## config.mk

```make
export PLATFORM = sky130hd
export DESIGN_NAME = sgdlr_sdiv_44s_16s_28_seq
export DESIGN_NICKNAME = d
export VERILOG_FILES = /design/src/rtl/sgdlr_sdiv_44s_16s_28_seq.sv
export SDC_FILE = /design/constraint.sdc
export NUM_CORES = 1
export LEC_CHECK = 0
export ABC_AREA = 1
export BUFFER_PORTS_ARGS = -buffer_cell sky130_fd_sc_hd__buf_2
export CAP_MARGIN = 10
export CORE_ASPECT_RATIO = 1.2
export CORE_MARGIN = 2
export CORE_UTILIZATION = 45
export DETAILED_ROUTE_END_ITERATION = 8
export MAX_ROUTING_LAYER = met4
export PLACE_DENSITY = 0.67
export SLEW_MARGIN = 15
export SYNTH_ARGS = -nofsm -noshare
export SYNTH_HDL_FRONTEND = slang
export SYNTH_SLANG_ARGS = --single-unit
export TNS_END_PERCENT = 10
```

## constraint.sdc

```tcl
create_clock -name clk -period 1.8 [get_ports clk]
set_input_delay 0.27 -clock clk [delete_from_list [all_inputs] [get_ports clk]]
set_output_delay 0.27 -clock clk [all_outputs]
set_load 0.02 [all_outputs]
```

## src/rtl/sgdlr_sdiv_44s_16s_28_seq.sv

```systemverilog
// Sequential signed divider: 44-bit dividend / 16-bit divisor, 28-bit quotient.
// Restoring shift-subtract on magnitudes, one quotient bit per ce cycle.
// The quotient saturates on overflow, and a zero divisor is flagged.
// Fixed latency: out_valid rises 46 ce-enabled cycles after the accepting edge.
module sgdlr_sdiv_44s_16s_28_seq #(
  parameter ID        = 32'd1,
  parameter NUM_STAGE = 32'd46
) (
  input  logic        clk,
  input  logic        reset,
  input  logic        ce,
  input  logic        in_valid,
  output logic        in_ready,
  input  logic [43:0] din0,
  input  logic [15:0] din1,
  output logic        out_valid,
  input  logic        out_ready,
  output logic [27:0] dout,
  output logic [15:0] rem,
  output logic        ovf,
  output logic        dbz
);

  typedef enum logic [1:0] {IDLE, CALC, FIX, DONE} state_t;

  localparam logic [5:0]  ITERS   = 6'd44;
  localparam logic [43:0] POS_MAX = 44'd134217727;  // 2^27 - 1
  localparam logic [43:0] NEG_MAX = 44'd134217728;  // 2^27
  localparam logic [27:0] Q_POS_SAT = 28'h7FFFFFF;
  localparam logic [27:0] Q_NEG_SAT = 28'h8000000;

  state_t      state, state_nxt;
  logic [43:0] dvd_q;     // dividend magnitude; quotient bits shift in from the LSB
  logic [15:0] dvs_q;     // divisor magnitude
  logic [15:0] r_q;       // partial remainder, always < dvs_q
  logic        sign_a, sign_b, zero_b;
  logic [5:0]  cnt;

  logic [16:0] r_sh;
  logic        r_ge;
  logic [15:0] r_nxt;
  logic        iter_done;

  logic [27:0] fix_dout;
  logic [15:0] fix_rem;
  logic        fix_ovf;

  // The counter reaches 44 after the last iteration. The CALC cycle that sees 44
  // hands off to FIX, which gives the 46-cycle latency for every operand.
  assign iter_done = (cnt == ITERS);

  // One restoring step: shift in the next dividend bit and subtract if it fits.
  always_comb begin
    r_sh  = {r_q, dvd_q[43]};
    r_ge  = (r_sh >= {1'b0, dvs_q});
    // The difference is below dvs_q, so a 16-bit wrapping subtract is exact.
    r_nxt = r_ge ? (r_sh[15:0] - dvs_q) : r_sh[15:0];
  end

  // Apply signs, saturate the quotient, and handle a zero divisor.
  always_comb begin
    // NOTE: every combinational output gets a default first, so no path can infer a latch.
    fix_dout = dvd_q[27:0];
    fix_ovf  = 1'b0;
    fix_rem  = sign_a ? (16'd0 - r_q) : r_q;
    if (zero_b) begin
      fix_dout = sign_a ? Q_NEG_SAT : Q_POS_SAT;
      fix_rem  = 16'd0;
    end else if (sign_a ^ sign_b) begin
      if (dvd_q > NEG_MAX) begin
        fix_dout = Q_NEG_SAT;
        fix_ovf  = 1'b1;
      end else begin
        fix_dout = 28'd0 - dvd_q[27:0];
      end
    end else if (dvd_q > POS_MAX) begin
      fix_dout = Q_POS_SAT;
      fix_ovf  = 1'b1;
    end
  end

  // State register: synchronous reset, advances only on ce.
  always_ff @(posedge clk) begin
    // NOTE: sequential state uses non-blocking assignments, so every flop samples pre-edge values.
    if (reset)   state <= IDLE;
    else if (ce) state <= state_nxt;
  end

  // Next-state logic.
  always_comb begin
    state_nxt = state;
    case (state)
      IDLE:    if (in_valid)  state_nxt = CALC;
      CALC:    if (iter_done) state_nxt = FIX;
      FIX:                    state_nxt = DONE;
      DONE:    if (out_ready) state_nxt = IDLE;
      default:                state_nxt = IDLE;
    endcase
  end

  // Handshake outputs, decoded from state.
  always_comb begin
    in_ready  = (state == IDLE);
    out_valid = (state == DONE);
  end

  // Datapath: capture operands, iterate, then register the fixed-up result.
  always_ff @(posedge clk) begin
    if (reset) begin
      dvd_q  <= '0;
      dvs_q  <= '0;
      r_q    <= '0;
      sign_a <= 1'b0;
      sign_b <= 1'b0;
      zero_b <= 1'b0;
      cnt    <= '0;
      dout   <= '0;
      rem    <= '0;
      ovf    <= 1'b0;
      dbz    <= 1'b0;
    end else if (ce) begin
      case (state)
        IDLE: if (in_valid) begin
          dvd_q  <= din0[43] ? (44'd0 - din0) : din0;
          dvs_q  <= din1[15] ? (16'd0 - din1) : din1;
          r_q    <= '0;
          sign_a <= din0[43];
          sign_b <= din1[15];
          zero_b <= (din1 == 16'd0);
          cnt    <= '0;
        end
        CALC: if (!iter_done) begin
          r_q   <= r_nxt;
          dvd_q <= {dvd_q[42:0], r_ge};
          cnt   <= cnt + 6'd1;
        end
        FIX: begin
          dout <= fix_dout;
          rem  <= fix_rem;
          ovf  <= fix_ovf;
          dbz  <= zero_b;
        end
        default: ;
      endcase
    end
  end

endmodule
```

==> results.cfg <==
[outcome]
outcome = finished, violations left
violations = negative setup slack

[setup_path]
crit_path_frequent_cell = nand2_2
crit_path_start = dvs_q[7]
r2r-start = dvs_q[7]
crit_end = r_q[10]
cp_slowest_stage_delay_ps = 340
reg2reg_depth = 13
cp_max_fo = 6
cp-start-kind = register
arrival_ps = 2340
worstSetupPathType = register to register
slowest_stage = dfxtp_2
r2r_slack_ps = -170
path_delay_family = simple AND/OR/NAND/NOR gates
crit_required_ps = 2160
path_buf_inv = 3
cp.depth = 13
crit_path_cell_trace = inv_2 -> ha_4 -> nand2_2 -> inv_2 -> nand2_2 -> nor3_2 -> nand2_2 -> nand2_4 -> nand2_8 -> buf_6 -> nand3_1 -> nand3_1 -> a21oi_2
rr_endpoint = r_q[10]
crit_path_end_kind = register

[power]
p_leak_nw = 6.26
power_mw = 14.3
power_density_nw_per_um2 = 1060
max-vdd-ir-drop_v = 0.000685

[job]
maxCapViolations = 0

[timing]
rsz0062_at_grt = yes
fin_ws_ps = -172
hold_violations = 0
period_minus_slack_ps = 1970
slew_headroom = 0.649
finalCritPeriodShare = 1.10
fin_skew_ps = 11.5
fmax_ghz = 0.507
setup_viol = 20
holdWs_ps = 161
slew_violations = 0
worst_pin_slew_ps = 526

[logic_synthesis]
synth_top_area_cell = dfxtp_1
async_flop_share = 0
synth_cells = 1573
yosysMostFrequentCell = nand2_1
ys_seq_area_frac = 0.277
synth_area_um2 = 9620
synthFlopType = dfxtp_1
synth-seq-cells = 133
synth_top_area_frac = 0.277
synthTopCellsByArea = dfxtp_1 28%, nand2_1 15%, a21oi_1 11%, nand3_1 8.5%, inv_1 6.0%
ys_top_cells_by_count = 383 x nand2_1, 203 x a21oi_1, 164 x nand3_1
synthesis.nets = 1665
synth_cell_types = 50
yosysWarnings = 0
synth_edf_count = 0
synth_area_per_cell_um2 = 6.12

[hold_path]
hp-class = input pin to register
hp-start = din0[37]

[finish]
nFillCells = 1900
antenna_cells = 0
design_area_um2 = 13400
nNetsFinal = 1920
seq_area_um2 = 2700
post-route-util = 0.641
drive_above_1_share = 0.298
syn2layout_area_growth_pct = 39.7
final_cells = 2110
multiInputGateArea_um2 = 6850

[grt]
overflow = 0
grt_first_pass_wirelength_um = 51900
grt_start_max_net_pins = 46
antenna_found_initial = 0
grt_usage = 0.297
grt_pass1_vias = 10582

[route]
drt_iter0_drc = 697
drc_errors = 0
wirelength_um = 33300
wire_per_inst_um = 15.8
postRouteAntennaNets = 0
route.vias.total = 11426
vias_per_cell = 5.42
firstDrtPassIters = 5

[cts]
htree_levels = 4
cts_root_buffer = clkbuf_16
cts_buffers = 17
tritoncts = done
hold_buffers = 0
clockBufferDepth = 2
clock-sinks = 133
clk_latency_ps = 430
path_clk_slew_ps = 60

[placed_design]
hpwlAfterDp_um = 23700
gp_congestion = 0.963
place_area_um2 = 11600
io_buffers = 112
dp.cells = 2051

[floorplan]
die-area_um2 = 22600
core.rowCount = 58
die_w_um = 137
fp.dieH_um = 164
core_area_um2 = 21000
ios = 113
start_util = 0.459
-- cell type report --
class | count | share of cell area
sequential | 133 | 0.201
inverter | 171 | 0.0483
timing repair buffer | 304 | 0.165
clock inverter | 13 | 0.0180
clock buffer | 18 | 0.0327
multi-input combinational | 1201 | 0.510
tap | 270 | 0.0251
-- timing repair --
| action | in CTS | in global routing |
|---|---|---|
| endpoints found under the hold margin | 0 | 0 |
| gates resized for setup | 110 | 123 |
| endpoints found under the setup margin | 97 | 114 |
| pin swaps | 25 | 58 |
| cloned | 3 | 3 |
| setup buffers | 8 | 15 |
-- routing by layer --
layer	vias up	wire [um]	global-route usage
met5	-	0	-
met4	0	924	0.102
met3	89	1640	0.0420
met2	382	16600	0.499
met1	5250	14100	0.362
li1	5705	-	-
-- worst min path at each step --
stage                 to  slack, ps  cells after the start
2_1_floorplan  dvd_q[35]        440                      2
3_3_place_gp     rem[12]        450                      2
3_5_place_dp     rem[10]        450                      2
4_1_cts        dvd_q[33]        160                      4
5_1_grt        dvd_q[38]        170                      4
6_report       dvd_q[37]        160                      4
-- state kept, by name (all words and copies together) (netlist names) --
register,cells
cnt,6
dbz,1
dout,28
dvd_q,44
dvs_q,16
ovf,1
r_q,16
rem,16
sign_a,1
sign_b,1
state,2
zero_b,1
-- cell families (layout without fill, tap and decap cells) --
kind of cell,after synthesis,in the layout,synth area share
xor gates and xnor gates,51,51,0.0472
adders and majority gates,27,27,0.0359
DFF,133,133,0.277
buffers and inverters,243,506,0.0995
AOI/OAI and AO/OA,343,343,0.186
and+or+nand+nor,776,780,0.354
-- per-stage QoR --
step                TNS, ps  setup WS [ps]
floorplan                 0           5.77
finish                -2180           -172
global placement      -4650           -156
detailed placement    -5820           -162
CTS                    -121          -41.3
global route          -6450           -265
-- worst min-delay path: stages --
cell	delay (ps)
buf_2	110
nand2_1	50
nand3_1	60
a21oi_1	60
-- where the power goes --
part	internal (mW)	switching, mW
Clock	2.65	1.45
Sequential	3.22	0.249
Combinational	2.84	3.85
-- placed cells by master, fill, tap and decap left out, types with 52 or more instances in the layout --
cell / netlist / routed
inv_1: 153 / 129
nand3_1: 164 / 140
a21oi_1: 203 / 183
dfxtp_1: 133 / 105
o21ai_1: 49 / 56
nor2_1: 141 / 130
buf_2: 15 / 112
nand2_1: 383 / 356
o21ai_0: 63 / 52
buf_4: 1 / 168
Power figures use the tool's default switching activity.
